==> src/rtl/chord_pkg.sv <==
// Shared definitions for the diatonic chord suggestor: scale tables, quality codes,
// FSM states and pitch-class arithmetic helpers.
package chord_pkg;

    localparam logic MODE_MAJOR = 1'b0;
    localparam logic MODE_MINOR = 1'b1;

    localparam logic [3:0] INVALID_TONE = 4'hF;

    localparam logic [3:0] PC_C  = 4'd0;
    localparam logic [3:0] PC_CS = 4'd1;
    localparam logic [3:0] PC_D  = 4'd2;
    localparam logic [3:0] PC_DS = 4'd3;
    localparam logic [3:0] PC_E  = 4'd4;
    localparam logic [3:0] PC_F  = 4'd5;
    localparam logic [3:0] PC_FS = 4'd6;
    localparam logic [3:0] PC_G  = 4'd7;
    localparam logic [3:0] PC_GS = 4'd8;
    localparam logic [3:0] PC_A  = 4'd9;
    localparam logic [3:0] PC_AS = 4'd10;
    localparam logic [3:0] PC_B  = 4'd11;

    // Semitone offset of each scale degree from the tonic; degree 0 in the low nibble.
    localparam logic [6:0][3:0] MAJOR_TBL = {4'd11, 4'd9, 4'd7, 4'd5, 4'd4, 4'd2, 4'd0};
    localparam logic [6:0][3:0] MINOR_TBL = {4'd10, 4'd8, 4'd7, 4'd5, 4'd3, 4'd2, 4'd0};

    typedef enum logic [1:0] {
        Q_MAJ = 2'd0,
        Q_MIN = 2'd1,
        Q_DIM = 2'd2,
        Q_AUG = 2'd3
    } quality_t;

    typedef enum logic [1:0] {
        S_IDLE,
        S_DEGREE,
        S_BUILD,
        S_DONE
    } state_t;

    function automatic logic [3:0] scale_offset(input logic mode, input logic [2:0] deg);
        if (deg == 3'd7) return 4'd0;
        return (mode == MODE_MINOR) ? MINOR_TBL[deg] : MAJOR_TBL[deg];
    endfunction

    function automatic logic [3:0] pc_add(input logic [3:0] a, input logic [3:0] b);
        logic [4:0] s;
        s = {1'b0, a} + {1'b0, b};
        return (s >= 5'd12) ? 4'(s - 5'd12) : s[3:0];
    endfunction

    // (a - b) mod 12 without underflow; both operands expected in 0..11.
    function automatic logic [3:0] pc_sub(input logic [3:0] a, input logic [3:0] b);
        return pc_add(a, 4'd12 - b);
    endfunction

endpackage

==> src/rtl/chord_tone_builder.sv <==
// Combinational stacked-thirds chord builder: tonic, mode and root degree in,
// chord tones (root first) and triad quality out.
module chord_tone_builder
    import chord_pkg::*;
#(
    parameter int NOTES_PER_CHORD = 4
) (
    input  logic [3:0]                       key,
    input  logic                             mode,
    input  logic [2:0]                       root_deg,
    output logic [NOTES_PER_CHORD-1:0][3:0]  tones,
    output quality_t                         quality
);

    for (genvar j = 0; j < NOTES_PER_CHORD; j++) begin : g_tone
        localparam logic [3:0] STEP = 4'((2 * j) % 7);
        logic [3:0] deg_sum;
        logic [2:0] deg;
        assign deg_sum  = {1'b0, root_deg} + STEP;
        assign deg      = (deg_sum >= 4'd7) ? 3'(deg_sum - 4'd7) : deg_sum[2:0];
        assign tones[j] = pc_add(key, scale_offset(mode, deg));
    end

    logic [3:0] third, fifth;
    assign third = pc_sub(tones[1], tones[0]);
    assign fifth = pc_sub(tones[2], tones[0]);

    always_comb begin
        quality = Q_MAJ;
        if (third == 4'd3)
            quality = (fifth == 4'd6) ? Q_DIM : Q_MIN;
        else if (fifth == 4'd8)
            quality = Q_AUG;
    end

endmodule

==> src/rtl/diatonic_chord_suggestor.sv <==
// Suggests diatonic chords containing a detected note: locates the note's scale degree,
// then builds one candidate chord per cycle and holds the result for the voicing stage.
module diatonic_chord_suggestor
    import chord_pkg::*;
#(
    parameter int NOTES_PER_CHORD = 4,
    parameter int NUM_CANDIDATES  = 4,
    parameter bit ALLOW_DIM       = 1'b1
) (
    input  logic                                        clock,
    input  logic                                        reset_n,
    input  logic                                        recalculate,
    input  logic [3:0]                                  key,
    input  logic                                        mode,
    input  logic [3:0]                                  note,
    output logic                                        ready,
    output logic                                        out_valid,
    input  logic                                        out_ready,
    output logic [NUM_CANDIDATES*NOTES_PER_CHORD*4-1:0] chords,
    output logic [2*NUM_CANDIDATES-1:0]                 quality,
    output logic [NUM_CANDIDATES-1:0]                   candidate_valid,
    output logic                                        out_of_key
);

    localparam int W  = NOTES_PER_CHORD * 4;
    localparam int KW = (NUM_CANDIDATES > 1) ? $clog2(NUM_CANDIDATES) : 1;

    if (NUM_CANDIDATES < 1 || NUM_CANDIDATES > NOTES_PER_CHORD) begin : g_bad_cand
        $error("NUM_CANDIDATES must be in 1..NOTES_PER_CHORD");
    end
    if (NOTES_PER_CHORD < 3 || NOTES_PER_CHORD > 7) begin : g_bad_notes
        $error("NOTES_PER_CHORD must be in 3..7");
    end

    state_t state, state_nxt;

    logic [3:0]    key_q, note_q;
    logic          mode_q;
    logic [2:0]    deg_q;
    logic [KW-1:0] k_q;

    logic [NUM_CANDIDATES-1:0][W-1:0] chords_q;
    logic [NUM_CANDIDATES-1:0][1:0]   quality_q;
    logic [NUM_CANDIDATES-1:0]        cvalid_q;
    logic                             ook_q;

    // Degree search on the captured inputs.
    logic [3:0] offset;
    logic       deg_found, deg_ok;
    logic [2:0] deg_idx;

    assign offset = pc_sub(note_q, key_q);

    always_comb begin
        deg_found = 1'b0;
        deg_idx   = 3'd0;
        for (int i = 0; i < 7; i++) begin
            if (scale_offset(mode_q, 3'(i)) == offset) begin
                deg_found = 1'b1;
                deg_idx   = 3'(i);
            end
        end
    end

    assign deg_ok = deg_found && (key_q < 4'd12) && (note_q < 4'd12);

    // Candidate k takes root degree (d - 2k) mod 7: root, then the chords where the note is 3rd, 5th, 7th.
    logic [3:0] rsum;
    logic [2:0] root_deg;
    assign rsum     = 4'(deg_q) + 4'd7 - 4'({k_q, 1'b0});
    assign root_deg = (rsum >= 4'd7) ? 3'(rsum - 4'd7) : rsum[2:0];

    logic [NOTES_PER_CHORD-1:0][3:0] tones;
    quality_t                        bq;

    chord_tone_builder #(
        .NOTES_PER_CHORD(NOTES_PER_CHORD)
    ) u_builder (
        .key     (key_q),
        .mode    (mode_q),
        .root_deg(root_deg),
        .tones   (tones),
        .quality (bq)
    );

    always_ff @(posedge clock or negedge reset_n) begin
        if (!reset_n) state <= S_IDLE;
        else          state <= state_nxt;
    end

    always_comb begin
        state_nxt = state;
        case (state)
            S_IDLE:   if (recalculate) state_nxt = S_DEGREE;
            S_DEGREE: state_nxt = deg_ok ? S_BUILD : S_DONE;
            S_BUILD:  if (k_q == KW'(NUM_CANDIDATES - 1)) state_nxt = S_DONE;
            S_DONE:   if (out_ready) state_nxt = S_IDLE;
            default:  state_nxt = S_IDLE;
        endcase
    end

    always_ff @(posedge clock or negedge reset_n) begin
        if (!reset_n) begin
            key_q     <= '0;
            note_q    <= '0;
            mode_q    <= 1'b0;
            deg_q     <= '0;
            k_q       <= '0;
            chords_q  <= '1;
            quality_q <= '0;
            cvalid_q  <= '0;
            ook_q     <= 1'b0;
        end else begin
            case (state)
                S_IDLE: if (recalculate) begin
                    key_q     <= key;
                    note_q    <= note;
                    mode_q    <= mode;
                    chords_q  <= '1;
                    quality_q <= '0;
                    cvalid_q  <= '0;
                    ook_q     <= 1'b0;
                end
                S_DEGREE: begin
                    deg_q <= deg_idx;
                    k_q   <= '0;
                    if (!deg_ok) ook_q <= 1'b1;
                end
                S_BUILD: begin
                    // A filtered diminished slot keeps its cleared INVALID_TONE contents.
                    if (!(bq == Q_DIM && !ALLOW_DIM)) begin
                        chords_q[k_q]  <= tones;
                        quality_q[k_q] <= bq;
                        cvalid_q[k_q]  <= 1'b1;
                    end
                    k_q <= k_q + 1'b1;
                end
                default: ;
            endcase
        end
    end

    assign ready           = (state == S_IDLE);
    assign out_valid       = (state == S_DONE);
    assign chords          = chords_q;
    assign quality         = quality_q;
    assign candidate_valid = cvalid_q;
    assign out_of_key      = ook_q;

endmodule

==> config.mk <==
export PLATFORM = sky130hd
export DESIGN_NAME = diatonic_chord_suggestor
export DESIGN_NICKNAME = d
export VERILOG_FILES = /design/src/rtl/chord_pkg.sv /design/src/rtl/chord_tone_builder.sv /design/src/rtl/diatonic_chord_suggestor.sv
export SDC_FILE = /design/constraint.sdc
export NUM_CORES = 1
export LEC_CHECK = 0
export CORE_ASPECT_RATIO = 0.7
export CORE_MARGIN = 2
export CORE_UTILIZATION = 30
export DETAILED_ROUTE_END_ITERATION = 8
export PLACE_DENSITY = 0.45
export SETUP_SLACK_MARGIN = 0.5
export SYNTH_ARGS = -nofsm -noshare
export SYNTH_HDL_FRONTEND = slang
export SYNTH_SLANG_ARGS = --single-unit
==> constraint.sdc <==
create_clock -name clock -period 18.71 [get_ports clock]
set_input_delay 3.742 -clock clock [delete_from_list [all_inputs] [get_ports clock]]
set_output_delay 3.742 -clock clock [all_outputs]
set_load 0.005 [all_outputs]
==> flow_summary.json, run 1 <==
{
  "run_status": "completed",
  "drive_above_1_share_pct": 16.1,
  "max_stage_delay_ns": 0.50,
  "slew_headroom_pct": 38.2,
  "synth.avg_cell_area_sq_um": 9.81,
  "crit_slowest_cell": "fa_1",
  "crit_path_frequent_cell": "ha_1",
  "rows": 44,
  "finalHoldViolCount": 0,
  "vias_per_cell": 5.09,
  "cts_setup_buffers": 0,
  "synthCells": 646,
  "endpoint": "quality[3]",
  "finalSetupTns_ns": 0,
  "grt_max_degree": 51,
  "cp.arrival_ns": 9.34,
  "clkTransAtPathRegs_ns": 0.07,
  "htree_levels": 3,
  "syn_area_sq_um": 6340,
  "start_util_pct": 30.5,
  "setup_violations": 0,
  "r2r_setup_slack_ns": 9.66,
  "finalClockSkew_ns": 0.0137,
  "clkSinkCount": 93,
  "vias": 5157,
  "hpwl_um": 13800,
  "min_period_ns": 9.05,
  "wl_per_cell_um": 18.0,
  "timing.final.crit_share_pct": 48.4,
  "gp_congestion": 0.831,
  "numCtsBuffers": 9,
  "ys_seq_area_share_pct": 38.0,
  "ctsHoldBuffers": 0,
  "root_buffer": "clkbuf_16",
  "die_w_um": 178,
  "max_clock_freq_ghz": 0.110,
  "start_kind": "flop",
  "maxCapViolations": 0,
  "synth_top_flop_cell": "dfstp_2",
  "syn-num-nets": 741,
  "grt_pass1_vias": 5303,
  "synth-async-reset-ratio_pct": 100,
  "syn2layout_area_growth_pct": 23.8,
  "cts_tree": "built",
  "fp.coreArea_sq_um": 20800,
  "ys_ff_latch": 93,
  "ys_warn_count": 0,
  "hold_path_class": "flop to flop",
  "final_util_pct": 37.8,
  "hold_start": "chords[30]",
  "routed_wl_um": 18200,
  "port_buffers": 91,
  "cts.repair.resized": 0,
  "worstSetupPathType": "flop to flop",
  "r2r_cells": 32,
  "reg2reg_to": "quality[3]",
  "nNetsFinal": 827,
  "worst_pin_slew_ns": 0.927,
  "first_pass_iters": 4,
  "clock_latency_ns": 0.36,
  "drc": 0,
  "first_iter_violations": 210,
  "rr_startpoint": "deg_q[0]",
  "synth_edf_count": 0,
  "cp.required_ns": 19.00,
  "crit_fanout": 8,
  "detail-route-antenna-nets": 0,
  "gr-usage-all-layers_pct": 16.8,
  "rsz0062_at_grt": "false",
  "grt_pass1_wl_um": 29000,
  "dieArea_sq_um": 22300,
  "critPathCaptureType": "flop",
  "ys_types": 70,
  "gr-total-overflow": 0,
  "cts_buffer_depth": 2,
  "fp.dieH_um": 126,
  "crit_start": "deg_q[0]",
  "antenna_found_initial": 1,
  "drv_slew": 0,
  "ios": 92
}
-- critical path: cells and delay by family, from the launching register on --
family / cells / cell delay, ns
AOI/OAI and AO/OA: 7 / 1.61
muxes: 3 / 1.14
adders and majority gates: 9 / 2.68
xor gates and xnor gates: 5 / 1.34
and+or+nand+nor: 5 / 1.36
buffers and inverters: 3 / 0.41
DFF: 1 / 0.45
-- how the worst min path moves through the flow --
stage,depth (start not counted),slack (ns),end
finish,2,0.50,chords[30]
global route,1,0.53,chords[50]
CTS,2,0.51,chords[20]
detailed placement,2,0.49,chords[20]
global placement,2,0.49,chords[52]
floorplan,1,0.48,note_q[0]
-- metrics by stage --
stage                     cell area, sq um  cells  setup WS [ns]  hold slack, ns
after floorplan                       6340    646          10.86           0.484
after global placement                7540    997          10.26           0.493
after detailed placement              7540    997           9.72           0.491
after CTS                             7840   1013           9.69           0.506
after global routing                  7840   1013           8.97           0.525
final                                 7850   1014           9.66           0.502
-- cell type report --
cell class	instances	area, sq um
fill	2047	12900
multi-input combinational	472	3610
sequential	93	2410
timing repair buffer	96	946
tap	276	345
clock buffer	10	229
inverter	60	225
clock inverter	6	75.1
antenna	1	2.50
-- logic make-up (layout without fill, tap and decap cells) --
family,Yosys count,after routing,share of synthesized area [%]
muxes,27,27,4.80
other,0,1,0
xor gates and xnor gates,23,23,3.30
adders and majority gates,82,82,17.3
DFF,93,93,38.0
AOI/OAI and AO/OA,193,193,20.9
and+or+nand+nor,147,147,10.8
buffers and inverters,81,172,4.99
-- routing by layer --
| metal | vias up | GRT usage (%) | routed length [um] |
|---|---|---|---|
| li1 | 2467 | - | - |
| met3 | 11 | 4.38 | 1060 |
| met5 | - | 0 | 0 |
| met2 | 129 | 25.5 | 7700 |
| met4 | 0 | 3.33 | 172 |
| met1 | 2550 | 24.1 | 9270 |
-- cell usage after synthesis, drive strengths merged (3+ instances only) --
master | n | share of area [%]
a21o | 9 | 1.1
a21oi | 72 | 5.9
a221oi | 3 | 0.51
a22o | 11 | 1.5
a311oi | 3 | 0.51
a31oi | 7 | 0.79
and2 | 3 | 0.30
and3 | 5 | 0.49
buf | 10 | 0.79
clkbuf | 11 | 0.65
dfrtp | 29 | 11
dfstp | 64 | 27
fa | 9 | 2.8
ha | 73 | 14
inv | 60 | 3.6
mux2 | 17 | 3.0
mux2i | 10 | 1.8
nand2 | 26 | 1.5
nand2b | 6 | 0.59
nand3 | 8 | 0.63
nand4 | 4 | 0.39
nor2 | 72 | 4.3
nor2b | 5 | 0.49
nor3 | 5 | 0.39
nor3b | 4 | 0.47
o211ai | 5 | 0.75
o21ai | 29 | 2.3
o22a | 28 | 3.9
o311ai | 3 | 0.41
o31a | 3 | 0.41
xnor2 | 12 | 1.8
xor2 | 11 | 1.5
-- flip-flops by register name, summed over array words and instances, names as in the netlist, 2 cells and up --
signal           cells
state                2
chords              64
quality              8
note_q               4
k_q                  2
key_q                4
candidate_valid      4
deg_q                3
-- placed cells by master (no fill, tap or decap), types with 3 or more instances in the layout --
| cell type | n |
|---|---|
| a21o_1 | 9 |
| a21oi_1 | 70 |
| a22o_1 | 11 |
| a31oi_1 | 6 |
| and2_1 | 3 |
| and3_1 | 5 |
| buf_4 | 6 |
| clkbuf_16 | 9 |
| clkdlybuf4s50_1 | 90 |
| dfrtp_1 | 29 |
| dfstp_2 | 64 |
| fa_1 | 9 |
| ha_1 | 73 |
| inv_1 | 57 |
| inv_2 | 3 |
| inv_6 | 3 |
| mux2_2 | 17 |
| mux2i_1 | 9 |
| nand2_1 | 26 |
| nand2b_1 | 6 |
| nand3_1 | 8 |
| nand4_1 | 4 |
| nor2_1 | 72 |
| nor2b_1 | 5 |
| nor3_1 | 5 |
| nor3b_1 | 4 |
| o211ai_1 | 3 |
| o21ai_0 | 23 |
| o21ai_1 | 5 |
| o22a_1 | 28 |
| o31a_1 | 3 |
| xnor2_1 | 11 |
| xor2_1 | 11 |
Power of run 1 is not shown: default switching activity piles up to over one toggle a cycle in this logic, so the estimate is an artifact.
==> run 2: changes to the inputs <==
--- a/config.mk
+++ b/config.mk
@@ -9,7 +9,7 @@
 export CORE_MARGIN = 2
 export CORE_UTILIZATION = 30
 export DETAILED_ROUTE_END_ITERATION = 8
-export PLACE_DENSITY = 0.45
+export PLACE_DENSITY = 0.47
 export SETUP_SLACK_MARGIN = 0.5
 export SYNTH_ARGS = -nofsm -noshare
 export SYNTH_HDL_FRONTEND = slang
==> constraint.sdc (replaced) <==
create_clock -name clock -period 8.25 [get_ports clock]
set_input_delay 1.65 -clock clock [delete_from_list [all_inputs] [get_ports clock]]
set_output_delay 1.65 -clock clock [all_outputs]
set_load 0.005 [all_outputs]
==> run 2 against run 1 <==
  * Fmax grew 21%
  * Design area grew 7.9%
  * Clock skew shrank 0.0033 ns
  * Critical path depth grew 1
  * Cell count grew 2.1%
  * Core utilization grew 3.0 points
  * Sequential cell count is the same
  * First-iteration DRC count grew 75%
  * Die area is the same
  * Critical endpoint is now quality[1]
==> flow_summary.json, run 2 (synthesis results as in run 1) <==
{
  "cp.arrival_ns": 7.75,
  "hold_slack_ns": 0.502,
  "gp_congestion": 0.811,
  "worstSetupPathType": "flop to flop",
  "port_buffers": 91,
  "detail-route-antenna-nets": 0,
  "syn2layout_area_growth_pct": 33.6,
  "first_iter_violations": 368,
  "dp_cells": 999,
  "start_kind": "flop",
  "final_cell_mix": "90 x clkdlybuf4s50_1, 70 x nor2_1, 66 x a21oi_1",
  "finalHoldViolCount": 0,
  "fillers": 1938,
  "ctsHoldBuffers": 0,
  "die_w_um": 178,
  "hold_start": "chords[44]",
  "routed_wl_um": 18900,
  "ios": 92,
  "fin_cells": 1035,
  "fp.coreArea_sq_um": 20800,
  "largest_reg_flops": 64,
  "clock_latency_ns": 0.36,
  "grt_max_degree": 50,
  "finalSetupTns_ns": 0,
  "run_status": "completed",
  "critPathCaptureType": "flop",
  "dieArea_sq_um": 22300,
  "vias": 5307,
  "gr-total-overflow": 0,
  "max_clock_freq_ghz": 0.133,
  "drc": 0,
  "wl_per_cell_um": 18.2,
  "timing.final.crit_share_pct": 90.9,
  "cts_tree": "built",
  "r2r_setup_slack_ns": 0.75,
  "htree_levels": 3,
  "cp.required_ns": 8.50,
  "root_buffer": "clkbuf_16",
  "crit_slowest_cell": "or4_4",
  "fp.dieH_um": 126,
  "rr_startpoint": "k_q[0]",
  "crit_fanout": 8,
  "nNetsFinal": 849,
  "cts_buffer_depth": 2,
  "multi_input_area_sq_um": 4040,
  "drv_slew": 0,
  "whs_path_depth": 2,
  "finalClockSkew_ns": 0.0104,
  "diodes": 0,
  "drive_above_1_share_pct": 25.6,
  "final_common_cell": "clkdlybuf4s50_1",
  "grt_pass1_wl_um": 29000,
  "maxCapViolations": 0,
  "holdPathEnd": "chords[44]",
  "hold_path_class": "flop to flop",
  "antenna_found_initial": 0,
  "hpwl_um": 13500,
  "rsz0062_at_grt": "true",
  "clkTransAtPathRegs_ns": 0.08,
  "first_pass_iters": 5,
  "reg2reg_to": "quality[1]",
  "numCtsBuffers": 9,
  "r2r_cells": 33,
  "max_stage_delay_ns": 0.56,
  "vias_per_cell": 5.13,
  "grt_pass1_vias": 5392,
  "min_period_ns": 7.50,
  "worst_pin_slew_ns": 0.963,
  "rows": 44,
  "start_util_pct": 30.5,
  "gr-usage-all-layers_pct": 16.7,
  "clkSinkCount": 93,
  "slew_headroom_pct": 35.8,
  "regArea_sq_um": 2410,
  "setup_violations": 0
}
[run 2: final cells by class]
| class | instances | area share (%) |
|---|---|---|
| Clock inverter | 6 | 1.11 |
| Multi-Input combinational cell | 472 | 47.7 |
| Sequential cell | 93 | 28.4 |
| Inverter | 60 | 2.72 |
| Clock buffer | 10 | 2.82 |
| Timing Repair Buffer | 118 | 13.2 |
| Tap cell | 276 | 4.08 |
[run 2: repair_timing]
| action | 4_1_cts | 5_1_grt |
|---|---|---|
| pin swaps | 8 | 31 |
| resized for setup | 26 | 56 |
| setup buffers | 6 | 14 |
| gates cloned | 0 | 0 |
| endpoints found under the setup margin | 8 | 8 |
[run 2: per-stage QoR]
stage / worst slack [ns] / utilization (%) / instance area [sq um]
final: 0.754 / 40.8 / 8470
after floorplan: 0.533 / - / 6350
after global placement: 0.212 / 36.5 / 7570
after detailed placement: -0.176 / 36.5 / 7570
after global routing: 0.415 / 40.8 / 8470
after CTS: 0.503 / 38.9 / 8070
[run 2: how the worst max path moves through the flow]
stage | depth (start not counted) | end | from
floorplan | 34 | quality[6] | deg_q[0]
global placement | 33 | quality[5] | deg_q[0]
detailed placement | 33 | quality[7] | deg_q[0]
CTS | 37 | quality[1] | k_q[0]
global route | 34 | quality[5] | k_q[0]
finish | 33 | quality[1] | k_q[0]
[run 2: critical path, delay by kind of cell (launching register included)]
family | cells | cell delay, ns
adder cells (fa/ha/maj) | 8 | 2.15
AO/OA/AOI/OAI | 9 | 1.72
AND/OR/NAND/NOR | 6 | 1.34
multiplexers | 3 | 0.75
XOR/XNOR | 4 | 0.67
flip-flops | 1 | 0.40
buffers and inverters | 3 | 0.38
[run 2: layer usage]
metal  global-route usage [%]  vias to the layer above  wire length (um)
met5                        0                        -                 0
met4                     3.76                        0               187
met3                     4.89                       13              1120
met2                     24.4                      138              8100
met1                     24.4                     2641              9460
li1                         -                     2515                 -
Power of run 2 is left out for the same reason.
==> variant 1: new RTL, settings of run 1 <==
Encoding of `state_t`: now one-hot (4 bits for 4 states).
--- a/src/rtl/chord_pkg.sv
+++ b/src/rtl/chord_pkg.sv
@@ -32,9 +32,9 @@
     } quality_t;
 
-    typedef enum logic [1:0] {
-        S_IDLE,
-        S_DEGREE,
-        S_BUILD,
-        S_DONE
+    typedef enum logic [3:0] {
+        S_IDLE   = 4'b0001,
+        S_DEGREE = 4'b0010,
+        S_BUILD  = 4'b0100,
+        S_DONE   = 4'b1000
     } state_t;
 
Check against the original RTL: no difference found for any inputs over 4 cycles, from zero or initial values and one cycle with reset_n low; so few cycles prove little.
==> variant 1 against run 1 <==
Routed wire length is 3.4% higher. Area after synthesis is 0.73% higher. Cell area is 0.27% higher. Sequential cell count is 2 higher. Synthesized cell count is 7.6% higher. Setup slack better by 0.047 ns. First-iteration DRC count is 85% higher. Critical path type unchanged. Highest routed layer unchanged.
Power is left out: the tool's default activity adds up to more than one toggle a clock period on the data nets, which glitch-free logic cannot reach.
==> variant 1: results (changes against run 1) <==
yosys warns=0 (unchanged); vias in the first global route=5469 (+3.1%); antenna violations before repair=0 (-1); DP HPWL=13930 microns (+1.1%); Main synth FF type=dfstp_2; DRT iter0 DRCs=389 (+85%); Worst EP arrival=9.27 ns (-0.07 ns); Max-slew headroom=0.2552 (-0.1268); critical path peak fanout=8 (unchanged); GRT Total Usage=0.1740 (+0.005931); Fillers=2074 (+1.3%); fraction of registers with async set/reset=1.000 (unchanged); Total Wirelength=18820 microns (+3.4%); most common library cells after synthesis=o21ai_0 (108), nor2_1 (72), ha_1 (69); number of diodes=0 (-1); post_cts resized=0 (unchanged); largest net degree at the start of global routing=72 (+41%); clock slew at reported path FFs=0.07 ns (about the same); Root Buffer=clkbuf_16; Yosys cell types=60 (-14%); CP max stage cell=fa_1; Port-buffer cells=91 (unchanged); final count of pins violating max slew=0 (unchanged); Syn Nets=786 (+6.1%); first-pass GRT wire length=30410 microns (+4.7%); Worst path max stage delay=0.50 ns (about the same); clock buffer depth=2 (unchanged); Synth Area in Adders=0.1634 (-0.009089); Initial DRT Pass Iterations=5 (+1); Compound-Gate Fraction of Synth Area=0.2230 (+0.01416); Setup Buffers After CTS=0 (unchanged); mux cell area share after synthesis=0.02822 (-0.01975); routability cong.=0.7973 (-4.1%); vias per cell=5.148 (+1.2%); Clock Skew=0.008060 ns (-0.005681 ns); top cells by area in the synthesized netlist=dfstp_2 (27%), ha_1 (14%), dfrtp_1 (12%); Synth Area in XOR/XNOR=0.03135 (-0.001611); cell family with most CP delay=compound AO/OA/AOI/OAI gates; share of cells above drive strength 1=0.1343 (-0.02719); outcome=complete, no violations; HP Class=reg -> reg; clock buffer count from CTS=9 (unchanged); H-tree depth=3 (unchanged); part of the Yosys area used for sequential elements=0.3851 (+0.005281); fin nets=868 (+5.0%)
variant 1: cell count changes in the layout (fill, tap and decap cells not counted), moves of 5 or more:
cell,before,now
o21ai_0,23,108
a21oi_1,70,43
nand2_1,26,52
o22a_1,28,2
mux2_2,17,5
inv_1,57,46
nand3_1,8,16
a22o_1,11,4
xnor2_1,11,6
variant 1: cell families after synthesis:
logic type | count (synthesis)
AOI/OAI and AO/OA | 233
buffers and inverters | 76
xor gates and xnor gates | 22
adders and majority gates | 78
DFF | 95
and+or+nand+nor | 174
muxes | 17
variant 1: cell type report:
cell class,count,share of cell area
clock buffer,13,0.03308
clock inverter,3,0.002386
inverter,49,0.02338
multi-input combinational,524,0.4625
sequential,95,0.3126
tap,276,0.04390
timing repair buffer,98,0.1222
variant 1: through the flow:
step	util	worst slack, ns	std cells	instance area (sq um)	hold WS (ns)
after floorplan	-	10.83	695	6385	0.4497
after global placement	0.3646	10.34	1042	7587	0.4603
after detailed placement	0.3646	9.799	1042	7587	0.4647
after CTS	0.3780	9.754	1058	7866	0.4819
after global routing	0.3780	9.041	1058	7866	0.5275
final	0.3780	9.704	1058	7866	0.4773
variant 1: worst paths after layout:
kind                            depth (start not counted)                  to  slack [ns]               start
worst max-delay path                                   37          quality[6]        9.70            deg_q[0]
worst min-delay path                                    2  candidate_valid[0]        0.48  candidate_valid[0]
worst max register to register                         37          quality[6]        9.70            deg_q[0]
worst min register to register                          2  candidate_valid[0]        0.48  candidate_valid[0]
max in group asynchronous                               2          quality[4]       14.18             reset_n
min in group asynchronous                               1           note_q[2]        3.28             reset_n
variant 1: per-layer routing:
metal	share of wire	global-route usage
met1	0.49	0.2521
met2	0.44	0.2612
met3	0.058	0.04016
met4	0.012	0.04161
met5	0	0
variant 1: worst reg2reg max path, delay by kind of cell, from the launching register on:
family	cells	cell delay, ns
AOI/OAI and AO/OA	11	2.65
xor gates and xnor gates	4	0.96
adders and majority gates	8	2.21
buffers and inverters	4	0.52
DFF	1	0.48
muxes	3	1.12
and+or+nand+nor	7	0.98
==> variant 2: new RTL, config.mk and constraints of run 1 <==
Without the edit above. Set the parameter `NUM_CANDIDATES` to 2 (it was 4).
--- a/src/rtl/diatonic_chord_suggestor.sv
+++ b/src/rtl/diatonic_chord_suggestor.sv
@@ -5,5 +5,5 @@
 #(
     parameter int NOTES_PER_CHORD = 4,
-    parameter int NUM_CANDIDATES  = 4,
+    parameter int NUM_CANDIDATES  = 2,
     parameter bit ALLOW_DIM       = 1'b1
 ) (
Ports: changed (resized candidate_valid, chords and quality); port bits go from 92 to 54. No check against the original RTL was run, so the function may have changed too.
==> variant 2 against run 1 <==
Setup slack better by 0.12 ns. Largest cell class unchanged. Highest routed layer unchanged. Sequential cell count is 39 lower. Critical path type unchanged. Cell area is 25% lower. Area after synthesis is 23% lower. Routed wire length is 26% lower.
Power is left out: the tool's default activity adds up to more than one toggle a clock period on the data nets, which glitch-free logic cannot reach.
==> variant 2: results (changes against run 1) <==
Worst path max stage delay=0.81 ns (+0.31 ns); max reg flops=32 (-50%); routed len/inst=16.62 microns (-7.4%); Vias=4099 (-21%); fraction of area in multi-input gates=0.5616 (+0.1008); WHS=0.5039 ns (+0.001551 ns); Avg Cell Area, Syn=9.092 sq um (-7.3%); first-pass GRT wire length=22270 microns (-23%); worst-skew pair later-pin latency=0.30 ns (-0.06 ns); DP HPWL=10780 microns (-22%); outcome=complete, no violations; antenna violations before repair=0 (-1); Max-slew headroom=0.3850 (+0.003035); count of non-CTS inverters in the layout=46 (-23%); FF-to-FF path depth=33 (+3.1%); clock sinks=54 (-42%); number of diodes=0 (-1); clock buffer count from CTS=5 (-4); Tapcells=225 (-18%); bufs w/o clock=56 (-42%); Synth Area in Adders=0.2100 (+0.03747); critical path peak fanout=22 (+14); Final clock-cell share=0.02887 (-0.009885); WHS Endpoint=chords[4]; routability cong.=0.7807 (-6.1%); CP max stage cell=dfrtp_1; vias in the first global route=4173 (-21%); Multi-In Gates=426 (-9.7%); final core occ=0.3622 (-0.01576); Placed Instances=807 (-19%); most common library cells after synthesis=ha_1 (68), a21oi_1 (53), nor2_1 (53); Yosys cell types=65 (-7.1%); Reg2Reg Launch Point=k_q; H-tree depth=2 (-1); largest net degree at the start of global routing=55 (+7.8%); top cells by area in the synthesized netlist=ha_1 (17%), dfstp_2 (17%), dfrtp_1 (11%); Port-buffer cells=53 (-42%); Post-Place Worst Slack=9.826 ns (+0.1089 ns); layout clock buffer count=6 (-4); share of cells above drive strength 1=0.1322 (-0.02926); fin nets=679 (-18%); Layout non-clock buf frac=0.09367 (-0.02690); vias per cell=5.029 (-1.1%); Compound-Gate Fraction of Synth Area=0.2385 (+0.02969)
[variant 2: cell count changes in the layout (fill, tap and decap cells not counted), sizes merged, moves of 5 or more]
cell | before | now
a21oi | 72 | 56
o22ai | 1 | 9
ha | 73 | 68
nor3 | 5 | 12
a22o | 11 | 4
o22a | 28 | 7
dfstp | 64 | 32
inv | 64 | 46
nor2 | 72 | 53
clkdlybuf4s50 | 90 | 52
nor2b | 5 | 10
dfrtp | 29 | 22
[variant 2: worst max-delay path by stage]
stage	from	end	slack, ns	cells past startpoint
6_report	k_q	quality[3]	9.77	33
5_1_grt	k_q	quality[3]	8.95	33
4_1_cts	k_q	quality[3]	9.80	33
3_5_place_dp	k_q	quality[3]	9.83	33
3_3_place_gp	k_q	quality[3]	10.49	33
2_1_floorplan	k_q	quality[3]	11.48	33
[variant 2: routing by layer]
metal  vias up  part of all wire  global-route usage
met3         7             0.037             0.02580
met2        73              0.41              0.2345
met5         -                 0                   0
met4         0            0.0044             0.02018
li1       2047                 -                   -
met1      1972              0.55              0.2535
